===== src/rtl/mc_ctrl_pkg.sv =====
// Shared constants for the multi-cycle MIPS main controller.
// Holds the opcodes, the 4-bit FSM state encodings, the ALUOp codes (also used
// by the ALU controller), the ALUSrcB / PCSource mux encodings and the bundled
// control-word type produced by the output decoder.
package mc_ctrl_pkg;

    // Opcodes handled by the controller
    localparam logic [5:0] OP_RTYPE = 6'b000000;
    localparam logic [5:0] OP_LW    = 6'b100011;
    localparam logic [5:0] OP_SW    = 6'b101011;
    localparam logic [5:0] OP_BEQ   = 6'b000100;
    localparam logic [5:0] OP_ADDI  = 6'b001000;
    localparam logic [5:0] OP_SLTI  = 6'b001010;
    localparam logic [5:0] OP_J     = 6'b000010;

    // ALUOp codes driven towards the ALU controller
    localparam logic [2:0] ALUOP_ADD   = 3'b000;
    localparam logic [2:0] ALUOP_SUB   = 3'b001;
    localparam logic [2:0] ALUOP_RTYPE = 3'b010;
    localparam logic [2:0] ALUOP_SLT   = 3'b011;

    // ALU B operand select
    localparam logic [1:0] SRCB_REG    = 2'b00;
    localparam logic [1:0] SRCB_FOUR   = 2'b01;
    localparam logic [1:0] SRCB_IMM    = 2'b10;
    localparam logic [1:0] SRCB_IMM_SH = 2'b11;

    // PC source select
    localparam logic [1:0] PCSRC_ALU    = 2'b00;
    localparam logic [1:0] PCSRC_ALUOUT = 2'b01;
    localparam logic [1:0] PCSRC_JUMP   = 2'b10;

    typedef enum logic [3:0] {
        S_FETCH  = 4'd0,
        S_DECODE = 4'd1,
        S_MEMADR = 4'd2,
        S_MEMRD  = 4'd3,
        S_MEMWB  = 4'd4,
        S_MEMWR  = 4'd5,
        S_EXEC   = 4'd6,
        S_RWB    = 4'd7,
        S_BRANCH = 4'd8,
        S_JUMP   = 4'd9,
        S_ADDIEX = 4'd10,
        S_SLTIEX = 4'd11,
        S_IWB    = 4'd12
    } state_t;

    typedef struct packed {
        logic       pc_write;
        logic       pc_write_cond;
        logic       iord;
        logic       mem_read;
        logic       mem_write;
        logic       ir_write;
        logic       mem_to_reg;
        logic       reg_dst;
        logic       reg_write;
        logic       alu_src_a;
        logic [1:0] alu_src_b;
        logic [2:0] alu_op;
        logic [1:0] pc_source;
        logic       instr_done;
        logic       illegal;
    } ctrl_t;

    function automatic logic op_is_legal(input logic [5:0] op);
        return (op == OP_RTYPE) || (op == OP_LW)   || (op == OP_SW) ||
               (op == OP_BEQ)   || (op == OP_ADDI) || (op == OP_SLTI) ||
               (op == OP_J);
    endfunction

endpackage


===== src/rtl/mc_out_decode.sv =====
// Combinational control-word decoder for the multi-cycle controller.
// Ports:
//   state     - current FSM state
//   op        - opcode from the instruction register (used for illegal detect)
//   mem_ready - memory handshake (FETCH enables, MEMWR completion)
//   ctrl      - full control word; fields not set for a state stay 0
module mc_out_decode
    import mc_ctrl_pkg::*;
(
    input  state_t      state,
    input  logic [5:0]  op,
    input  logic        mem_ready,
    output ctrl_t       ctrl
);

    always_comb begin
        ctrl = '0;
        case (state)
            S_FETCH: begin
                ctrl.mem_read  = 1'b1;
                ctrl.alu_src_b = SRCB_FOUR;
                ctrl.alu_op    = ALUOP_ADD;
                ctrl.pc_source = PCSRC_ALU;
                // IR load and PC+4 commit only on the cycle the fetch completes
                ctrl.ir_write  = mem_ready;
                ctrl.pc_write  = mem_ready;
            end
            S_DECODE: begin
                // Branch target precomputed into ALUOut
                ctrl.alu_src_b = SRCB_IMM_SH;
                ctrl.alu_op    = ALUOP_ADD;
                ctrl.illegal   = ~op_is_legal(op);
            end
            S_MEMADR: begin
                ctrl.alu_src_a = 1'b1;
                ctrl.alu_src_b = SRCB_IMM;
                ctrl.alu_op    = ALUOP_ADD;
            end
            S_MEMRD: begin
                ctrl.iord     = 1'b1;
                ctrl.mem_read = 1'b1;
            end
            S_MEMWB: begin
                ctrl.mem_to_reg = 1'b1;
                ctrl.reg_write  = 1'b1;
                ctrl.instr_done = 1'b1;
            end
            S_MEMWR: begin
                ctrl.iord       = 1'b1;
                ctrl.mem_write  = 1'b1;
                ctrl.instr_done = mem_ready;
            end
            S_EXEC: begin
                ctrl.alu_src_a = 1'b1;
                ctrl.alu_src_b = SRCB_REG;
                ctrl.alu_op    = ALUOP_RTYPE;
            end
            S_RWB: begin
                ctrl.reg_dst    = 1'b1;
                ctrl.reg_write  = 1'b1;
                ctrl.instr_done = 1'b1;
            end
            S_BRANCH: begin
                ctrl.alu_src_a     = 1'b1;
                ctrl.alu_src_b     = SRCB_REG;
                ctrl.alu_op        = ALUOP_SUB;
                ctrl.pc_write_cond = 1'b1;
                ctrl.pc_source     = PCSRC_ALUOUT;
                ctrl.instr_done    = 1'b1;
            end
            S_JUMP: begin
                ctrl.pc_write   = 1'b1;
                ctrl.pc_source  = PCSRC_JUMP;
                ctrl.instr_done = 1'b1;
            end
            S_ADDIEX: begin
                ctrl.alu_src_a = 1'b1;
                ctrl.alu_src_b = SRCB_IMM;
                ctrl.alu_op    = ALUOP_ADD;
            end
            S_SLTIEX: begin
                ctrl.alu_src_a = 1'b1;
                ctrl.alu_src_b = SRCB_IMM;
                ctrl.alu_op    = ALUOP_SLT;
            end
            S_IWB: begin
                ctrl.reg_write  = 1'b1;
                ctrl.instr_done = 1'b1;
            end
            default: ctrl = '0;
        endcase
    end

endmodule


===== src/rtl/multicycle_ctrl.sv =====
// Main control FSM of the multi-cycle MIPS datapath.
// Holds the state register and next-state logic; the control word comes from
// mc_out_decode. All outputs (including state_o) are forced to 0 while rst_i
// is high so a reset mid-instruction cannot leave a partial write behind.
// Ports:
//   clk_i, rst_i      - clock, synchronous active-high reset
//   op_i              - opcode, stable from DECODE to the next FETCH
//   mem_ready_i       - memory access completes this cycle
//   *_o control       - datapath enables and mux selects
//   instr_done_o      - last cycle of a retired instruction
//   illegal_o         - unsupported opcode seen in DECODE
//   state_o           - current state (debug)
module multicycle_ctrl
    import mc_ctrl_pkg::*;
(
    input  logic       clk_i,
    input  logic       rst_i,
    input  logic [5:0] op_i,
    input  logic       mem_ready_i,
    output logic       PCWrite_o,
    output logic       PCWriteCond_o,
    output logic       IorD_o,
    output logic       MemRead_o,
    output logic       MemWrite_o,
    output logic       IRWrite_o,
    output logic       MemtoReg_o,
    output logic       RegDst_o,
    output logic       RegWrite_o,
    output logic       ALUSrcA_o,
    output logic [1:0] ALUSrcB_o,
    output logic [2:0] ALUOp_o,
    output logic [1:0] PCSource_o,
    output logic       instr_done_o,
    output logic       illegal_o,
    output logic [3:0] state_o
);

    state_t state_q;
    state_t state_d;
    ctrl_t  ctrl;
    ctrl_t  ctrl_g;

    always_comb begin
        state_d = S_FETCH;
        case (state_q)
            S_FETCH:  state_d = mem_ready_i ? S_DECODE : S_FETCH;
            S_DECODE: begin
                case (op_i)
                    OP_LW, OP_SW: state_d = S_MEMADR;
                    OP_RTYPE:     state_d = S_EXEC;
                    OP_BEQ:       state_d = S_BRANCH;
                    OP_J:         state_d = S_JUMP;
                    OP_ADDI:      state_d = S_ADDIEX;
                    OP_SLTI:      state_d = S_SLTIEX;
                    default:      state_d = S_FETCH;
                endcase
            end
            // Only lw and sw reach MEMADR, so anything but lw is a store
            S_MEMADR: state_d = (op_i == OP_LW) ? S_MEMRD : S_MEMWR;
            S_MEMRD:  state_d = mem_ready_i ? S_MEMWB : S_MEMRD;
            S_MEMWB:  state_d = S_FETCH;
            S_MEMWR:  state_d = mem_ready_i ? S_FETCH : S_MEMWR;
            S_EXEC:   state_d = S_RWB;
            S_RWB:    state_d = S_FETCH;
            S_BRANCH: state_d = S_FETCH;
            S_JUMP:   state_d = S_FETCH;
            S_ADDIEX: state_d = S_IWB;
            S_SLTIEX: state_d = S_IWB;
            S_IWB:    state_d = S_FETCH;
            default:  state_d = S_FETCH;
        endcase
    end

    always_ff @(posedge clk_i) begin
        if (rst_i) begin
            state_q <= S_FETCH;
        end else begin
            state_q <= state_d;
        end
    end

    mc_out_decode u_out_decode (
        .state     (state_q),
        .op        (op_i),
        .mem_ready (mem_ready_i),
        .ctrl      (ctrl)
    );

    // Reset masks the whole control word, not just the write enables
    assign ctrl_g = rst_i ? '0 : ctrl;

    assign PCWrite_o     = ctrl_g.pc_write;
    assign PCWriteCond_o = ctrl_g.pc_write_cond;
    assign IorD_o        = ctrl_g.iord;
    assign MemRead_o     = ctrl_g.mem_read;
    assign MemWrite_o    = ctrl_g.mem_write;
    assign IRWrite_o     = ctrl_g.ir_write;
    assign MemtoReg_o    = ctrl_g.mem_to_reg;
    assign RegDst_o      = ctrl_g.reg_dst;
    assign RegWrite_o    = ctrl_g.reg_write;
    assign ALUSrcA_o     = ctrl_g.alu_src_a;
    assign ALUSrcB_o     = ctrl_g.alu_src_b;
    assign ALUOp_o       = ctrl_g.alu_op;
    assign PCSource_o    = ctrl_g.pc_source;
    assign instr_done_o  = ctrl_g.instr_done;
    assign illegal_o     = ctrl_g.illegal;
    assign state_o       = rst_i ? 4'd0 : 4'(state_q);

endmodule


===== config.mk =====
export PLATFORM = sky130hd
export DESIGN_NAME = multicycle_ctrl
export DESIGN_NICKNAME = d
export VERILOG_FILES = /design/src/rtl/mc_ctrl_pkg.sv /design/src/rtl/mc_out_decode.sv /design/src/rtl/multicycle_ctrl.sv
export SDC_FILE = /design/constraint.sdc
export NUM_CORES = 1
export LEC_CHECK = 0
export ABC_CLOCK_PERIOD_IN_PS = 2100
export CELL_PAD_IN_SITES_DETAIL_PLACEMENT = 1
export CELL_PAD_IN_SITES_GLOBAL_PLACEMENT = 1
export CORE_MARGIN = 8
export CORE_UTILIZATION = 26
export DETAILED_ROUTE_END_ITERATION = 7
export HOLD_SLACK_MARGIN = 0.1
export PLACE_DENSITY = 0.88
export REMOVE_ABC_BUFFERS = 1
export SETUP_SLACK_MARGIN = 0.2
export SYNTH_ARGS = -nofsm -noshare
export SYNTH_HDL_FRONTEND = slang
export SYNTH_SLANG_ARGS = --single-unit

===== constraint.sdc =====
create_clock -name clk_i -period 2.1 [get_ports clk_i]
set_input_delay 0.21 -clock clk_i [delete_from_list [all_inputs] [get_ports clk_i]]
set_output_delay 0.21 -clock clk_i [all_outputs]
set_load 0.1 [all_outputs]

==> impl_metrics.env, run 1 <==
export IMPL_timing_rr_start="state_q[3]"
export IMPL_timing_fmax_mhz=511
export IMPL_outcome="finished, final reports clean"
export IMPL_maxSlewViolCount=0
export IMPL_cts_max_level=1
export IMPL_dpl_cell_area_mm2=0.00122
export IMPL_clkTransAtPathRegs_ps=40
export IMPL_grt_use_total=0.137
export IMPL_crit_start="state_q[3]"
export IMPL_finalWirelength_um=2960
export IMPL_io_pins=32
export IMPL_synth_cell_type_count=37
export IMPL_fin_worst_skew_ps=1.09
export IMPL_grt_first_pass_wirelength_um=4750
export IMPL_synth_edff_count=0
export IMPL_power_internal_mw=0.220
export IMPL_ys_ff_latch=4
export IMPL_tns_ps=0
export IMPL_drt_iter0_drc=17
export IMPL_syn_area_per_cell_um2=6.38
export IMPL_clock_sinks=4
export IMPL_cts_hold_buf=0
export IMPL_vias=881
export IMPL_ir_worst_vdd_uv=269
export IMPL_ant_nets=0
export IMPL_hold_viol_final=0
export IMPL_design_area_mm2=0.00135
export IMPL_yosys_most_used_dff="dfxtp_1"
export IMPL_swShare=0.425
export IMPL_crit_path_end_kind="primary output"
export IMPL_hold_class="input port to register"
export IMPL_cp_max_fo=2
export IMPL_seqCellArea_um2=81.3
export IMPL_drcViolationCount=0
export IMPL_synthArstFlopShare=0
export IMPL_crit_type="register to primary output"
export IMPL_io_buffers=30
export IMPL_ys_seq_area_frac=0.125
export IMPL_fin_crit_sh=0.931
export IMPL_min_period_ps=1960
export IMPL_nFillCells=268
export IMPL_setup_viol=0
export IMPL_die_area_mm2=0.00430
export IMPL_synth_warnings=0
export IMPL_num_rows=18
export IMPL_crit_path_start_kind="register"
export IMPL_area_delta_synth_final_pct=112
export IMPL_syn_area_um2=638
export IMPL_gp_congestion=0.809
export IMPL_clkLatencyLatePin_ps=230
export IMPL_dp_hpwl_um=2270
export IMPL_core_area_mm2=0.00241
export IMPL_cp_arrival_ps=1750
export IMPL_hp_start="op_i[1]"
export IMPL_grt_max_degree=21
export IMPL_drv_cap=0
export IMPL_layout_nets=148
export IMPL_wl_per_cell_um=17.7
export IMPL_multi_input_area_um2=534
export IMPL_p_sw_mw=0.162
export IMPL_dp_cells=159
export IMPL_worstMarginPinSlew_ps=534
export IMPL_drt_pass1_iterations=4
export IMPL_drive_above_1_share=0.401
export IMPL_n_antenna_cell=0
export IMPL_largest_reg_flops=4
export IMPL_cts_tree="yes"
export IMPL_slew_headroom=0.641
export IMPL_seqPwrFrac=0.207
export IMPL_die_y_um=65.5
export IMPL_clkPwrFrac=0.236
export IMPL_cp_required_ps=1890
export IMPL_grt_overflow=0
export IMPL_rsz0062_at_grt="yes"
export IMPL_p_comb_frac=0.557
export IMPL_dieWidth_um=65.5
export IMPL_start_util=0.265
export IMPL_cts_buffers=3
export IMPL_antenna_found_initial=0
export IMPL_p_per_area_mw_per_mm2=283
export IMPL_grt_pass1_vias=920
export IMPL_synthCells=100
export IMPL_routed_via_density=5.28
export IMPL_largest_register="state_q"
export IMPL_leakage_nw=0.563
export IMPL_clockBufferDepth=2
export IMPL_cts_root_buf="clkbuf_4"
export IMPL_reg_top3="state_q: 4 flops"
export IMPL_final_cells=167
-- critical path, cell delays in order (launching register included) --
cell       delay, ps
dfxtp_2          310
or4b_4           560
a2111oi_4        300
buf_4            180
buf_12           160
-- timing repair --
action / CTS / global route
setup endpoints to repair: 4 / 7
pin swaps: 2 / 3
gates resized for setup: 7 / 13
setup buffers: 1 / 4
-- routing by layer --
layer | track usage | part of all wire
met3 | 0.0136 | 0.039
met1 | 0.163 | 0.46
met2 | 0.252 | 0.50
met4 | 0.0327 | 0
met5 | 0 | 0
-- per-stage QoR --
stage	power (mW)	util	hold WS (ps)	setup slack, ps
after global placement	0.274	0.505	653	126
final	0.382	0.560	345	144
after detailed placement	0.280	0.505	664	-61.3
after global routing	0.408	0.560	364	117
after CTS	0.382	0.531	680	103
after floorplan	0.193	-	350	-4410
-- cells in the mapped netlist, drive strengths merged, types with 2 or more instances --
master / instances / area (um^2)
or4: 2 / 15.0
dfxtp: 4 / 80.1
and3: 2 / 12.5
a22oi: 2 / 15.0
a21o: 4 / 30.0
nor3: 10 / 50.1
nor2b: 6 / 37.5
inv: 3 / 11.3
nand2: 3 / 11.3
nor2: 13 / 48.8
nand2b: 6 / 37.5
buf: 6 / 40.0
clkbuf: 6 / 22.5
a21oi: 6 / 30.0
o21ai: 3 / 15.0
xnor2: 3 / 26.3
nor4: 4 / 25.0
-- layout make-up --
type | instances | area share
clock buffers | 3 | 0.0167
inverters | 3 | 0.0111
multi-input cells | 81 | 0.396
flip-flops and latches | 4 | 0.0602
well taps | 30 | 0.0278
repair buffers | 46 | 0.488
-- power groups by stage --
stage / sequential, mW / combinational, mW / clock, mW
floorplan: 0.0851 / 0.108 / 0
global placement: 0.0799 / 0.194 / 0
CTS: 0.0791 / 0.208 / 0.0951
detailed placement: 0.0802 / 0.200 / 0
global route: 0.0793 / 0.222 / 0.106
finish: 0.0791 / 0.213 / 0.0901
-- cells in the final DEF, fill, tap and decap left out, types with 3 or more instances in the layout --
master and count:
nor3_1 6, o21ai_0 3, nor2b_1 5, buf_12 22
xnor2_1 3, nand2_1 3, buf_4 14, a21o_1 4
a21oi_1 6, dlymetal6s2s_1 3, nand2b_1 5, dfxtp_1 3
clkdlybuf4s50_1 5, nor3_2 4, clkbuf_4 3, nor4_1 4
nor2_1 11
-- cell families after synthesis --
logic type,after synthesis,share of synthesized area
AND/OR/NAND/NOR,53,0.461
AO/OA/AOI/OAI,23,0.237
buffers and inverters,15,0.116
XOR/XNOR,4,0.0549
flip-flops,4,0.125
other,1,0.00588
-- path summary, 6_finish.rpt --
| check | cells past startpoint | slack (ps) | end |
|---|---|---|---|
| min reg2reg | 2 | 650 | state_q[3] |
| min | 3 | 340 | state_q[0] |
| max reg2reg | 5 | 400 | state_q[2] |
| max | 4 | 140 | illegal_o |
Power figures use the tool's default switching activity.
==> inputs of run 2 (changes only) <==
--- a/config.mk
+++ b/config.mk
@@ -5,14 +5,15 @@
 export SDC_FILE = /design/constraint.sdc
 export NUM_CORES = 1
 export LEC_CHECK = 0
-export ABC_CLOCK_PERIOD_IN_PS = 2100
+export ABC_CLOCK_PERIOD_IN_PS = 1600
 export CELL_PAD_IN_SITES_DETAIL_PLACEMENT = 1
 export CELL_PAD_IN_SITES_GLOBAL_PLACEMENT = 1
 export CORE_MARGIN = 8
-export CORE_UTILIZATION = 26
+export CORE_UTILIZATION = 35
 export DETAILED_ROUTE_END_ITERATION = 7
+export DONT_BUFFER_PORTS = 1
 export HOLD_SLACK_MARGIN = 0.1
-export PLACE_DENSITY = 0.88
+export PLACE_DENSITY = 0.8
 export REMOVE_ABC_BUFFERS = 1
 export SETUP_SLACK_MARGIN = 0.2
 export SYNTH_ARGS = -nofsm -noshare
==> constraint.sdc (replaced) <==
create_clock -name clk_i -period 1.6 [get_ports clk_i]
set_input_delay 0.16 -clock clk_i [delete_from_list [all_inputs] [get_ports clk_i]]
set_output_delay 0.16 -clock clk_i [all_outputs]
set_load 0.1 [all_outputs]
==> run 2 against run 1 <==
- the run now fails in 4_1_cts
- synthesized area unchanged
- synthesized cell count unchanged
==> impl_metrics.env, run 2 <==
export IMPL_synth_edff_count=0
export IMPL_stop_stage="4_1_cts"
export IMPL_syn_area_um2=638
export IMPL_dpl_cell_area_mm2=0.00118
export IMPL_synthCells=100
export IMPL_cts_root_buf="clkbuf_4"
export IMPL_num_rows=15
export IMPL_synth_top_area_frac=0.125
export IMPL_dp_cells=142
export IMPL_clock_sinks=4
export IMPL_synth_warnings=0
export IMPL_yosys_top_cells_count="nor2_1, nor3_1"
export IMPL_ys_ff_latch=4
export IMPL_ys_seq_area_frac=0.125
export IMPL_cts_setup_buffers=20
export IMPL_syn_area_per_cell_um2=6.38
export IMPL_cts_max_level=1
export IMPL_clockBufferDepth=2
export IMPL_io_pins=32
export IMPL_cts_hold_buf=3
export IMPL_outcome="did not finish"
export IMPL_yosys_most_used_dff="dfxtp_1"
export IMPL_synth_cell_type_count=37
export IMPL_die_y_um=58.7
export IMPL_yosysMostFrequentCell="nor2_1"
export IMPL_io_buffers=0
export IMPL_start_util=0.370
export IMPL_cts_resized=72
export IMPL_dieWidth_um=58.7
export IMPL_synth_top_cell_by_area="dfxtp_1"
export IMPL_cts_buffers=3
export IMPL_dp_hpwl_um=2420
export IMPL_error="[ERROR DPL-0033] detailed placement checks failed during check placement."
export IMPL_synthArstFlopShare=0
export IMPL_gp_congestion=0.778
export IMPL_synthTopCellsByArea="dfxtp_1, nor3_1, nor2_1"
[run 2: through the flow]
| step | setup TNS [ps] | setup WS (ps) |
|---|---|---|
| floorplan | -36590 | -4860 |
| global placement | -74.8 | -74.8 |
| detailed placement | -229 | -102 |
[run 2: cell families after synthesis]
kind of cell,Yosys count,share of synthesized area
buf+inv,15,0.116
simple gates,53,0.461
compound gates,23,0.237
other cells,1,0.00588
flops,4,0.125
xor+xnor,4,0.0549
==> inputs of run 3 (changes only) <==
==> config.mk (replaced) <==
export PLATFORM = sky130hd
export DESIGN_NAME = multicycle_ctrl
export DESIGN_NICKNAME = d
export VERILOG_FILES = /design/src/rtl/mc_ctrl_pkg.sv /design/src/rtl/mc_out_decode.sv /design/src/rtl/multicycle_ctrl.sv
export SDC_FILE = /design/constraint.sdc
export NUM_CORES = 1
export LEC_CHECK = 0
export ABC_CLOCK_PERIOD_IN_PS = 2080
export CORE_AREA = 8 8 69 71
export DETAILED_ROUTE_END_ITERATION = 7
export DIE_AREA = 0 0 77 79
export DONT_BUFFER_PORTS = 1
export PLACE_DENSITY_LB_ADDON = 0.15
export REMOVE_ABC_BUFFERS = 1
export SYNTH_ARGS = -nofsm -noshare
export SYNTH_HDL_FRONTEND = slang
export SYNTH_SLANG_ARGS = --single-unit
==> constraint.sdc (replaced) <==
create_clock -name clk_i -period 2.08 [get_ports clk_i]
set_input_delay 0.208 -clock clk_i [delete_from_list [all_inputs] [get_ports clk_i]]
set_output_delay 0.208 -clock clk_i [all_outputs]
set_load 0.1 [all_outputs]
==> run 3 against run 2 <==
- the run now ends clean
==> impl_metrics.env, run 3 (same netlist as run 1, synthesis figures left out) <==
export IMPL_cts_setup_buffers=0
export IMPL_fin_ws_ps=102
export IMPL_clkTransAtPathRegs_ps=30
export IMPL_cp_arrival_ps=1770
export IMPL_crit_path_top_delay_cell="or4b_4"
export IMPL_drt_iter0_drc=49
export IMPL_dieWidth_um=77
export IMPL_cts_root_buf="clkbuf_8"
export IMPL_antenna_found_initial=0
export IMPL_vias=764
export IMPL_leakage_nw=0.468
export IMPL_maxSlewViolCount=0
export IMPL_final_common_cell="buf_4"
export IMPL_num_rows=23
export IMPL_grt_use_total=0.0792
export IMPL_routed_via_density=4.52
export IMPL_core_area_mm2=0.00380
export IMPL_crit_path_start_kind="register"
export IMPL_crit_path_end_kind="primary output"
export IMPL_tns_ps=0
export IMPL_area_delta_synth_final_pct=89.6
export IMPL_cts_max_level=1
export IMPL_gp_congestion=0.836
export IMPL_drcViolationCount=0
export IMPL_ant_nets=0
export IMPL_layout_nets=130
export IMPL_design_area_mm2=0.00121
export IMPL_slew_headroom=0.652
export IMPL_clockBufferDepth=2
export IMPL_p_per_area_mw_per_mm2=337
export IMPL_start_util=0.168
export IMPL_setup_viol=0
export IMPL_grt_first_pass_wirelength_um=4020
export IMPL_crit_type="register to primary output"
export IMPL_timing_fmax_mhz=506
export IMPL_reg_top3="state_q: 4 flops"
export IMPL_hold_viol_final=0
export IMPL_finalWirelength_um=2340
export IMPL_dp_hpwl_um=1860
export IMPL_wl_per_cell_um=13.8
export IMPL_crit_chain="or4b_4 -> a2111oi_4 -> buf_4 -> buf_16"
export IMPL_cp_required_ps=1870
export IMPL_nFillCells=410
export IMPL_hold_class="input port to register"
export IMPL_seqCellArea_um2=80.1
export IMPL_largest_reg_flops=4
export IMPL_drive_above_1_share=0.412
export IMPL_die_area_mm2=0.00608
export IMPL_rsz0062_at_grt="no"
export IMPL_worstMarginPinSlew_ps=518
export IMPL_grt_overflow=0
export IMPL_clock_sinks=4
export IMPL_cp_slowest_stage_delay_ps=570
export IMPL_utilization=0.319
export IMPL_outcome="finished, final reports clean"
export IMPL_grt_pass1_vias=754
export IMPL_ir_worst_vdd_uv=534
export IMPL_n_antenna_cell=0
export IMPL_final_cell_mix="buf_4, nor2_1, clkbuf_16"
export IMPL_io_buffers=0
export IMPL_die_y_um=79
export IMPL_dpl_cell_area_mm2=0.00116
export IMPL_pre_cts_slack_ps=303
export IMPL_cts_buffers=3
export IMPL_clkLatencyLatePin_ps=220
export IMPL_min_period_ps=1980
export IMPL_grt_max_degree=21
export IMPL_cp_max_fo=3
export IMPL_fin_worst_skew_ps=5.39
export IMPL_largest_register="state_q"
export IMPL_fin_crit_sh=0.951
export IMPL_drt_pass1_iterations=4
export IMPL_cts_tree="yes"
export IMPL_drv_cap=0
export IMPL_io_pins=32
export IMPL_multi_input_area_um2=567
==> run 3: worst paths after layout <==
kind	startpoint	end	slack, ps	cells past startpoint
worst min register to register	state_q[3]	state_q[1]	680	3
worst max register to register	state_q[2]	state_q[2]	550	5
worst min-delay path	op_i[1]	state_q[0]	160	2
worst max-delay path	state_q[1]	illegal_o	100	4
==> run 3: timing repair <==
| item | 4_1_cts | 5_1_grt |
|---|---|---|
| setup endpoints to repair | 0 | 1 |
| resized for setup | 0 | 1 |
| hold buffers | 0 | 0 |
==> run 3: power breakdown <==
group | internal, mW | total, mW | switching, mW | leakage, nW
registers | 0.0790 | 0.0797 | 0.000692 | 0.0325
clock network | 0.123 | 0.160 | 0.0369 | 0.0216
logic | 0.0545 | 0.168 | 0.113 | 0.413
==> run 3: metrics by stage <==
step / hold slack, ps / instances / power (mW)
final: 158 / 169 / 0.408
after global routing: 154 / 169 / 0.435
after CTS: 158 / 169 / 0.413
after detailed placement: 380 / 166 / 0.247
after global placement: 387 / 166 / 0.246
after floorplan: 348 / 88 / 0.195
==> run 3: layout make-up <==
class | count | share of cell area
multi-input combinational | 81 | 0.468
inverter | 3 | 0.00931
timing repair buffer | 28 | 0.370
clock buffer | 3 | 0.0341
tap | 50 | 0.0517
sequential | 4 | 0.0662
==> run 3: per-layer routing <==
| layer | part of all wire | GRT usage | wire [um] | up-vias |
|---|---|---|---|---|
| met5 | 0 | 0 | 0 | - |
| met4 | 0 | 0.0170 | 0 | 0 |
| met3 | 0.095 | 0.0350 | 221 | 0 |
| met2 | 0.38 | 0.104 | 877 | 32 |
| met1 | 0.53 | 0.114 | 1240 | 342 |
| li1 | - | - | - | 390 |
==> run 3: worst max-delay path: cells and delay by family, from the launching register on <==
family / cells / cell delay, ps
buffers and inverters: 2 / 340
DFF: 1 / 300
and+or+nand+nor: 1 / 570
AOI/OAI and AO/OA: 1 / 330
